[src/rtl/mips_pkg.sv]
`default_nettype none
// ============================================================================
// Package  : mips_pkg
// Purpose  : Shared register-file widths and write-port grant-source encoding.
// Revision : 1.0
// ============================================================================
package mips_pkg;

  localparam int REG_ADDR_W = 5;
  localparam int DATA_W     = 32;
  localparam int NUM_REGS   = 32;
  localparam logic [REG_ADDR_W-1:0] REG_ZERO = 5'd0;

  typedef enum logic [1:0] {
    SRC_NONE = 2'd0,
    SRC_WB   = 2'd1,
    SRC_MD   = 2'd2
  } grant_src_e;

endpackage : mips_pkg
`default_nettype wire

[src/rtl/reg_scoreboard.sv]
`default_nettype none
// ============================================================================
// Module   : reg_scoreboard
// Purpose  : Pending-destination bit vector with a two-port hazard lookup.
// Revision : 1.0
// ============================================================================
module reg_scoreboard
  import mips_pkg::*;
(
  input  logic                  clk_i,
  input  logic                  rst_i,
  input  logic                  set_valid_i,
  input  logic [REG_ADDR_W-1:0] set_reg_i,
  input  logic                  clr_valid_i,
  input  logic [REG_ADDR_W-1:0] clr_reg_i,
  input  logic [REG_ADDR_W-1:0] chk_reg1_i,
  input  logic [REG_ADDR_W-1:0] chk_reg2_i,
  output logic                  hazard_o
);

  logic [NUM_REGS-1:0] busy_q;
  logic [NUM_REGS-1:0] busy_d;
  logic [NUM_REGS-1:0] set_mask;
  logic [NUM_REGS-1:0] clr_mask;

  always_comb begin
    set_mask = set_valid_i ? (NUM_REGS'(1) << set_reg_i) : '0;
    clr_mask = clr_valid_i ? (NUM_REGS'(1) << clr_reg_i) : '0;
    // OR-ing the set after the clear makes a same-cycle issue win over retirement.
    busy_d    = (busy_q & ~clr_mask) | set_mask;
    busy_d[0] = 1'b0;
  end

  always_ff @(posedge clk_i) begin
    if (rst_i) begin
      busy_q <= '0;
    end else begin
      busy_q <= busy_d;
    end
  end

  assign hazard_o = busy_q[chk_reg1_i] | busy_q[chk_reg2_i];

endmodule : reg_scoreboard
`default_nettype wire

[src/rtl/regfile_write_scheduler.sv]
`default_nettype none
// ============================================================================
// Module   : regfile_write_scheduler
// Purpose  : Arbitrates the register-file write port between writeback and
//            mul/div, with starvation boost and a pending-destination scoreboard.
// Revision : 1.0
// ============================================================================
module regfile_write_scheduler
  import mips_pkg::*;
#(
  parameter int STARVE_LIMIT = 3
) (
  input  logic                  clock,
  input  logic                  reset,
  input  logic                  wb_valid,
  input  logic [REG_ADDR_W-1:0] wb_reg,
  input  logic [DATA_W-1:0]     wb_data,
  output logic                  wb_ready,
  input  logic                  md_valid,
  input  logic [REG_ADDR_W-1:0] md_reg,
  input  logic [DATA_W-1:0]     md_data,
  output logic                  md_ready,
  input  logic                  issue_valid,
  input  logic [REG_ADDR_W-1:0] issue_reg,
  input  logic [REG_ADDR_W-1:0] chk_reg1,
  input  logic [REG_ADDR_W-1:0] chk_reg2,
  output logic                  hazard,
  output logic                  regWrite,
  output logic [REG_ADDR_W-1:0] writeReg,
  output logic [DATA_W-1:0]     writeData
);

  localparam logic [3:0] LIMIT = 4'(STARVE_LIMIT);

  logic [3:0]  starve_cnt_q;
  logic [3:0]  starve_cnt_d;
  logic        boost;
  logic        wb_fire;
  logic        md_fire;
  grant_src_e  grant_src;

  assign boost    = (starve_cnt_q == LIMIT);
  assign wb_ready = !(boost && md_valid);
  assign md_ready = !wb_valid || boost;
  assign wb_fire  = wb_valid && wb_ready;
  assign md_fire  = md_valid && md_ready;

  always_comb begin
    grant_src = SRC_NONE;
    if (md_fire) begin
      grant_src = SRC_MD;
    end else if (wb_fire) begin
      grant_src = SRC_WB;
    end
  end

  // Counter only advances while not boosted, so it never exceeds LIMIT.
  always_comb begin
    starve_cnt_d = starve_cnt_q;
    if (md_fire) begin
      starve_cnt_d = 4'd0;
    end else if (wb_fire && md_valid) begin
      starve_cnt_d = starve_cnt_q + 4'd1;
    end
  end

  always_ff @(posedge clock) begin
    if (reset) begin
      starve_cnt_q <= 4'd0;
      regWrite     <= 1'b0;
      writeReg     <= '0;
      writeData    <= '0;
    end else begin
      starve_cnt_q <= starve_cnt_d;
      case (grant_src)
        SRC_WB: begin
          regWrite  <= (wb_reg != REG_ZERO);
          writeReg  <= wb_reg;
          writeData <= wb_data;
        end
        SRC_MD: begin
          regWrite  <= (md_reg != REG_ZERO);
          writeReg  <= md_reg;
          writeData <= md_data;
        end
        default: begin
          regWrite  <= 1'b0;
        end
      endcase
    end
  end

  reg_scoreboard u_scoreboard (
    .clk_i       (clock),
    .rst_i       (reset),
    .set_valid_i (issue_valid && (issue_reg != REG_ZERO)),
    .set_reg_i   (issue_reg),
    .clr_valid_i (md_fire),
    .clr_reg_i   (md_reg),
    .chk_reg1_i  (chk_reg1),
    .chk_reg2_i  (chk_reg2),
    .hazard_o    (hazard)
  );

endmodule : regfile_write_scheduler
`default_nettype wire
[config.mk]
export PLATFORM = sky130hd
export DESIGN_NAME = regfile_write_scheduler
export DESIGN_NICKNAME = d
export VERILOG_FILES = /design/src/rtl/mips_pkg.sv /design/src/rtl/reg_scoreboard.sv /design/src/rtl/regfile_write_scheduler.sv
export SDC_FILE = /design/constraint.sdc
export NUM_CORES = 1
export LEC_CHECK = 0
export CAP_MARGIN = 30
export CORE_ASPECT_RATIO = 0.7
export CORE_MARGIN = 4
export CORE_UTILIZATION = 40
export DETAILED_ROUTE_END_ITERATION = 6
export PLACE_DENSITY = 0.73
export SYNTH_ARGS = -nofsm -noshare
export SYNTH_HDL_FRONTEND = slang
export SYNTH_SLANG_ARGS = --single-unit
[constraint.sdc]
create_clock -name clock -period 1.9 [get_ports clock]
set_input_delay 0.285 -clock clock [delete_from_list [all_inputs] [get_ports clock]]
set_output_delay 0.285 -clock clock [all_outputs]
set_load 0.03 [all_outputs]
==> results of run 1 <==
-- what timing repair did --
item | 4_1_cts | 5_1_grt
setup buffers | 0 | 2
gates cloned | 0 | 1
resized for setup | 24 | 23
setup endpoints to repair | 1 | 54
pin swaps | 3 | 10
-- cells in the mapped netlist, drive strengths merged --
library cell / count
a21oi: 41
and3b: 4
o211ai: 6
inv: 5
o21bai: 1
nand4b: 3
dfxtp: 73
or3: 1
or4b: 2
mux2i: 42
mux2: 3
and3: 2
buf: 14
nor3: 2
nand2: 81
ha: 1
nand4: 2
clkbuf: 15
nand3b: 3
o41ai: 1
nor2: 6
nand3: 4
or4: 2
o21ai: 70
or2: 1
nand2b: 3
nor3b: 6
nor2b: 2
o21a: 1
o31a: 1
mux4: 13
a31oi: 1
-- routing by layer --
| layer | up-vias | wire length, µm |
|---|---|---|
| met4 | 0 | 235 |
| met1 | 1808 | 5070 |
| li1 | 1799 | - |
| met2 | 130 | 5820 |
| met5 | - | 0 |
| met3 | 21 | 974 |
-- worst max path at each step --
stage | depth (start not counted) | start | endpoint
global placement | 8 | chk_reg1[0] | hazard
global route | 7 | u_scoreboard.busy_q[26] | hazard
finish | 5 | u_scoreboard.busy_q[21] | hazard
floorplan | 5 | chk_reg1[0] | hazard
detailed placement | 6 | chk_reg1[0] | hazard
CTS | 5 | u_scoreboard.busy_q[23] | hazard
-- per-stage QoR --
stage,TNS (ns),std cells
6_report,-0.211,691
5_1_grt,-0.489,691
4_1_cts,-0.227,688
3_5_place_dp,-1.05,673
3_3_place_gp,-0.976,673
2_1_floorplan,0,412
-- power groups by stage --
stage          clock [mW]  sequential, mW  combinational [mW]
2_1_floorplan           0            1.79               0.261
3_3_place_gp            0            1.67               0.811
3_5_place_dp            0            1.68               0.827
4_1_cts              1.70            1.64               0.826
5_1_grt              1.77            1.65               0.887
6_report             1.68            1.64               0.835
-- sequential cells by signal, summed over array words and instances (netlist names) --
register	count
writeReg	5
u_scoreboard.busy_q	31
starve_cnt_q	4
regWrite	1
writeData	32
-- logic make-up (layout without fill, tap and decap cells) --
logic type               Yosys count  count (layout)  share of synthesized area
AO/OA/AOI/OAI                    122             123                      0.178
buffers and inverters             34             192                     0.0401
multiplexers                      58              58                      0.206
flip-flops                        73              73                      0.403
adder cells (fa/ha/maj)            1               1                    0.00345
AND/OR/NAND/NOR                  124             124                      0.169
-- layout make-up --
class                           count  area share
Tap cell                          120      0.0263
Timing Repair Buffer              172       0.290
Inverter                            5     0.00329
Clock inverter                      3     0.00703
Sequential cell                    73       0.259
Clock buffer                       12      0.0450
Multi-Input combinational cell    306       0.369
-- worst max-delay path, stage by stage, from the launching register on --
cell      delay [ns]
dfxtp_1         0.35
mux4_2          0.46
mux2_4          0.28
a21oi_2         0.12
o211ai_1        0.10
buf_4           0.18
==> results.yml, run 1 <==
grt:
  grt-ovfl-total: 0
  grt_max_degree: 39
  use_met1: 0.294
  use_met3: 0.0594
  grt_antenna_before_repair: 0
  grt_use_met2: 0.392
  first_global_vias: 3814
  grt_pass1_wl_mm: 19.2
  grtUsageTotal: 0.232
  busiest_layer: "met2"
cells_and_area:
  diodes: 0
  area_growth_pct: 57.3
  drive_gt1_frac: 0.182
  fillCellCount: 704
  multi_input_area_um2: 2100
  utilization: 0.661
  regArea_um2: 1480
  layout_common_cells: "124 x clkdlybuf4s50_1, 80 x nand2_1, 63 x dfxtp_1"
  fin_nets: 662
  layout_commonest_cell: "clkdlybuf4s50_1"
  fin_area_um2: 5700
synthesis:
  syn_area_per_cell_um2: 8.79
  synth_top_cell_by_area: "dfxtp_1"
  ys_ff_latch: 73
  synth_area_um2: 3620
  synth-seq-area-share: 0.403
  synth_top_area_share: 0.403
  syn_nets: 507
  ys_warn_count: 0
  synth_cell_types: 39
  synthTopCellsByArea: "dfxtp_1 40%, mux2i_1 12%, o21ai_1 8.7%"
  synth_cells: 412
worst_setup_path:
  cp-start-kind: "flop"
  rr_startpoint: "starve_cnt_q[1]"
  critPathMaxFanout: 3
  r2r_end: "u_scoreboard.busy_q[13]"
  cp.arrival_ns: 1.83
  cp.required_ns: 1.62
  reg2reg_slack_ns: 0.02
  critPathCaptureType: "primary output"
  rr_worst_depth: 6
  critical_path_class: "flop to primary output"
timing:
  grt_setup_unrepaired: "yes"
  slew_headroom: 0.665
  hold_viol: 0
  min_period_ns: 2.11
  max_freq_mhz: 474
  tightest_slew_ns: 0.502
  min_period_over_period: 1.11
  skew_ns: 0.00553
  finalSetupViolations: 1
  slew_violations: 0
  fin_hold_ws_ns: 0.443
  setup_ws_ns: -0.211
die:
  dieArea_um2: 10700
  rows: 28
  die_y_um: 87.6
  coreArea_um2: 8620
  die_width_um: 122
  initial_core_util: 0.420
  pin_count: 135
detailed_routing:
  ant_nets: 0
  wl_per_cell_um: 17.5
  viasPerCell: 5.44
  wl_mm: 12.1
  drt_iter0_markers: 210
  drc: 0
  vias: 3758
  detail_route.first_pass.iterations: 5
pwr:
  p_comb_frac: 0.201
  power.leakage_nw: 2.11
  powerDensity_nw_per_um2: 730
  vdd_drop_max_mv: 0.468
  p_sw_frac: 0.253
  sequentialPowerShare: 0.395
  power_mw: 4.16
  p_sw_mw: 1.06
  clkPwrFrac: 0.404
  p_int_mw: 3.11
place:
  dpl_cell_area_um2: 5300
  post-dp-hpwl_mm: 9.30
  post-place-ws_ns: -1.03
  place_congestion: 0.930
  portBuffers: 134
run:
  cap_violations: 0
clock_network:
  insertion_delay_ns: 0.33
  htree_levels: 3
  hold_buffers: 0
  cts_made_buffers: 9
  clock-sinks: 73
  clk_pin_slew_ns: 0.05
  tritoncts: "done"
  cts-root-buf: "clkbuf_16"
  cts_buffer_depth: 2
hold_path:
  hp-class: "flop to flop"
  min_from: "writeReg[0]"
  hold_path_end: "writeReg[0]"
  hold_depth: 2
run_status:
  violations: "negative setup slack"
  status: "finished, violations left"
No activity file was read; power rests on OpenSTA's default activity.
==> run 2: changes to the inputs <==
--- a/config.mk
+++ b/config.mk
@@ -10,6 +10,7 @@
 export CORE_MARGIN = 4
 export CORE_UTILIZATION = 40
 export DETAILED_ROUTE_END_ITERATION = 6
+export HOLD_SLACK_MARGIN = 0.12
 export PLACE_DENSITY = 0.73
 export SYNTH_ARGS = -nofsm -noshare
 export SYNTH_HDL_FRONTEND = slang
==> results of run 2 <==
Final layout, timing and power as in run 1 (identical DEF).
==> run 3: changes to the inputs <==
--- a/config.mk
+++ b/config.mk
@@ -7,7 +7,7 @@
 export LEC_CHECK = 0
 export CAP_MARGIN = 30
 export CORE_ASPECT_RATIO = 0.7
-export CORE_MARGIN = 4
+export CORE_MARGIN = 3
 export CORE_UTILIZATION = 40
 export DETAILED_ROUTE_END_ITERATION = 6
 export HOLD_SLACK_MARGIN = 0.12
==> run 3 against run 2 <==
The flow still finishes with violations (negative setup slack). Sequential cell count unchanged. Routed wire length down 3.0%. Via count fell by 1.6%. Final area fell by 0.90%. Clock power fell by 7%. Fmax fell by 1.6%. Combinational power shrank 0.6%. First-iteration DRC count grew 64%. Power is 2.9% lower. Worst hold slack better by 0.0047 ns. Critical path type unchanged. Largest cell class unchanged.
==> results.yml, run 3 (synthesis results as in run 1) <==
timing:
  skew_ns: 0.00617
  min_period_ns: 2.14
  slew_violations: 0
  min_period_over_period: 1.13
  grt_setup_unrepaired: "yes"
  max_freq_mhz: 466
  fin_hold_ws_ns: 0.448
  finalSetupViolations: 1
  hold_viol: 0
  tightest_slew_ns: 0.490
  slew_headroom: 0.672
  setup_ws_ns: -0.245
  setup_tns_ns: -0.245
detailed_routing:
  ant_nets: 0
  wl_per_cell_um: 16.9
  viasPerCell: 5.32
  wl_mm: 11.7
  vias: 3697
  dr_wl_met2_mm: 5.56
  drc: 0
  detail_route.first_pass.iterations: 7
  top_layer: "met4"
  m1WireLength_mm: 4.99
  drt_iter0_markers: 344
  met3_length_mm: 1.03
die:
  dieArea_um2: 10300
  die_y_um: 85.6
  coreArea_um2: 8620
  pin_count: 135
  rows: 28
  initial_core_util: 0.420
  die_width_um: 120
pwr:
  vdd_drop_max_mv: 0.465
  sequentialPowerShare: 0.406
  powerDensity_nw_per_um2: 716
  p_sw_frac: 0.263
  p_sw_mw: 1.06
  p_comb_frac: 0.205
  p_int_mw: 2.98
  clkPwrFrac: 0.388
  power.leakage_nw: 2.10
place:
  dpl_cell_area_um2: 5340
  post-dp-hpwl_mm: 9.27
  portBuffers: 134
  place_congestion: 0.933
  post-place-ws_ns: -0.974
  dp_cells: 678
clock_network:
  insertion_delay_ns: 0.33
  cts-root-buf: "clkbuf_16"
  clk_pin_slew_ns: 0.06
  cts_buffer_depth: 2
  tritoncts: "done"
  htree_levels: 3
  clock-sinks: 73
  cts_made_buffers: 9
cells_and_area:
  final_cells: 695
  fin_area_um2: 5650
  drive_gt1_frac: 0.169
  fillCellCount: 760
  diodes: 0
  regMostFlops: "writeData"
  area_growth_pct: 55.9
  top_regs: "writeData (32), u_scoreboard.busy_q (31), writeReg (5)"
  layout_common_cells: "124 x clkdlybuf4s50_1, 81 x nand2_1, 68 x dfxtp_1"
  fin_nets: 665
  largest_reg_flops: 32
  layout_commonest_cell: "clkdlybuf4s50_1"
hold_path:
  min_from: "writeReg[2]"
  hp-class: "flop to flop"
grt:
  grt_antenna_before_repair: 0
  grtUsageTotal: 0.229
  grt_pass1_wl_mm: 18.4
  grt_max_degree: 39
  grt-ovfl-total: 0
  first_global_vias: 3577
worst_setup_path:
  critPathCaptureType: "primary output"
  crit_start: "u_scoreboard.busy_q[7]"
  cp-start-kind: "flop"
  reg2reg_slack_ns: 0.13
  critical_path_class: "flop to primary output"
  critPathMaxFanout: 3
  cp.arrival_ns: 1.86
  rr_startpoint: "starve_cnt_q[0]"
  cp.required_ns: 1.62
run_status:
  status: "finished, violations left"
  violations: "negative setup slack"
run:
  cap_violations: 0
[run 3: cell type report]
type | count | area (µm²) | area share
timing repair buffer | 176 | 1680 | 0.298
sequential | 73 | 1470 | 0.260
multi-input combinational | 305 | 2050 | 0.363
tap | 120 | 150 | 0.0266
clock inverter | 5 | 30.0 | 0.00532
clock buffer | 11 | 253 | 0.0447
inverter | 5 | 18.8 | 0.00332
[run 3: critical path, stage by stage (launching register included)]
cell and delay (ns):
dfxtp_1 0.35, mux4_2 0.49, mux2i_2 0.20, nand2_1 0.09
a21oi_1 0.13, o211ai_1 0.09, buf_4 0.18
[run 3: final timing paths]
kind / endpoint / depth (start not counted)
setup / recovery: hazard / 6
hold / removal: writeReg[2] / 2
setup reg to reg: u_scoreboard.busy_q[17] / 6
hold reg to reg: writeReg[2] / 2
[run 3: timing repair]
item                                    4_1_cts  5_1_grt
pin swaps                                     3        3
endpoints found under the setup margin        2        8
resized for setup                            24        9
hold buffers                                  0        0
gates cloned                                  0        0
setup buffers                                 1        0
[run 3: per-layer routing]
metal,GRT usage,vias to the layer above
met5,0,-
met4,0.0624,0
met3,0.0686,14
met2,0.372,146
met1,0.301,1736
li1,-,1801
[run 3: power by group through the flow]
stage	Sequential [mW]	Combinational, mW	Clock, mW
2_1_floorplan	1.79	0.261	0
3_3_place_gp	1.67	0.817	0
5_1_grt	1.65	0.883	1.67
6_report	1.64	0.830	1.57
4_1_cts	1.64	0.833	1.60
3_5_place_dp	1.67	0.833	0
[run 3: per-stage QoR]
step	utilization	power (mW)
floorplan	-	2.05
global placement	0.620	2.49
detailed placement	0.620	2.51
CTS	0.655	4.08
global route	0.655	4.21
finish	0.655	4.04
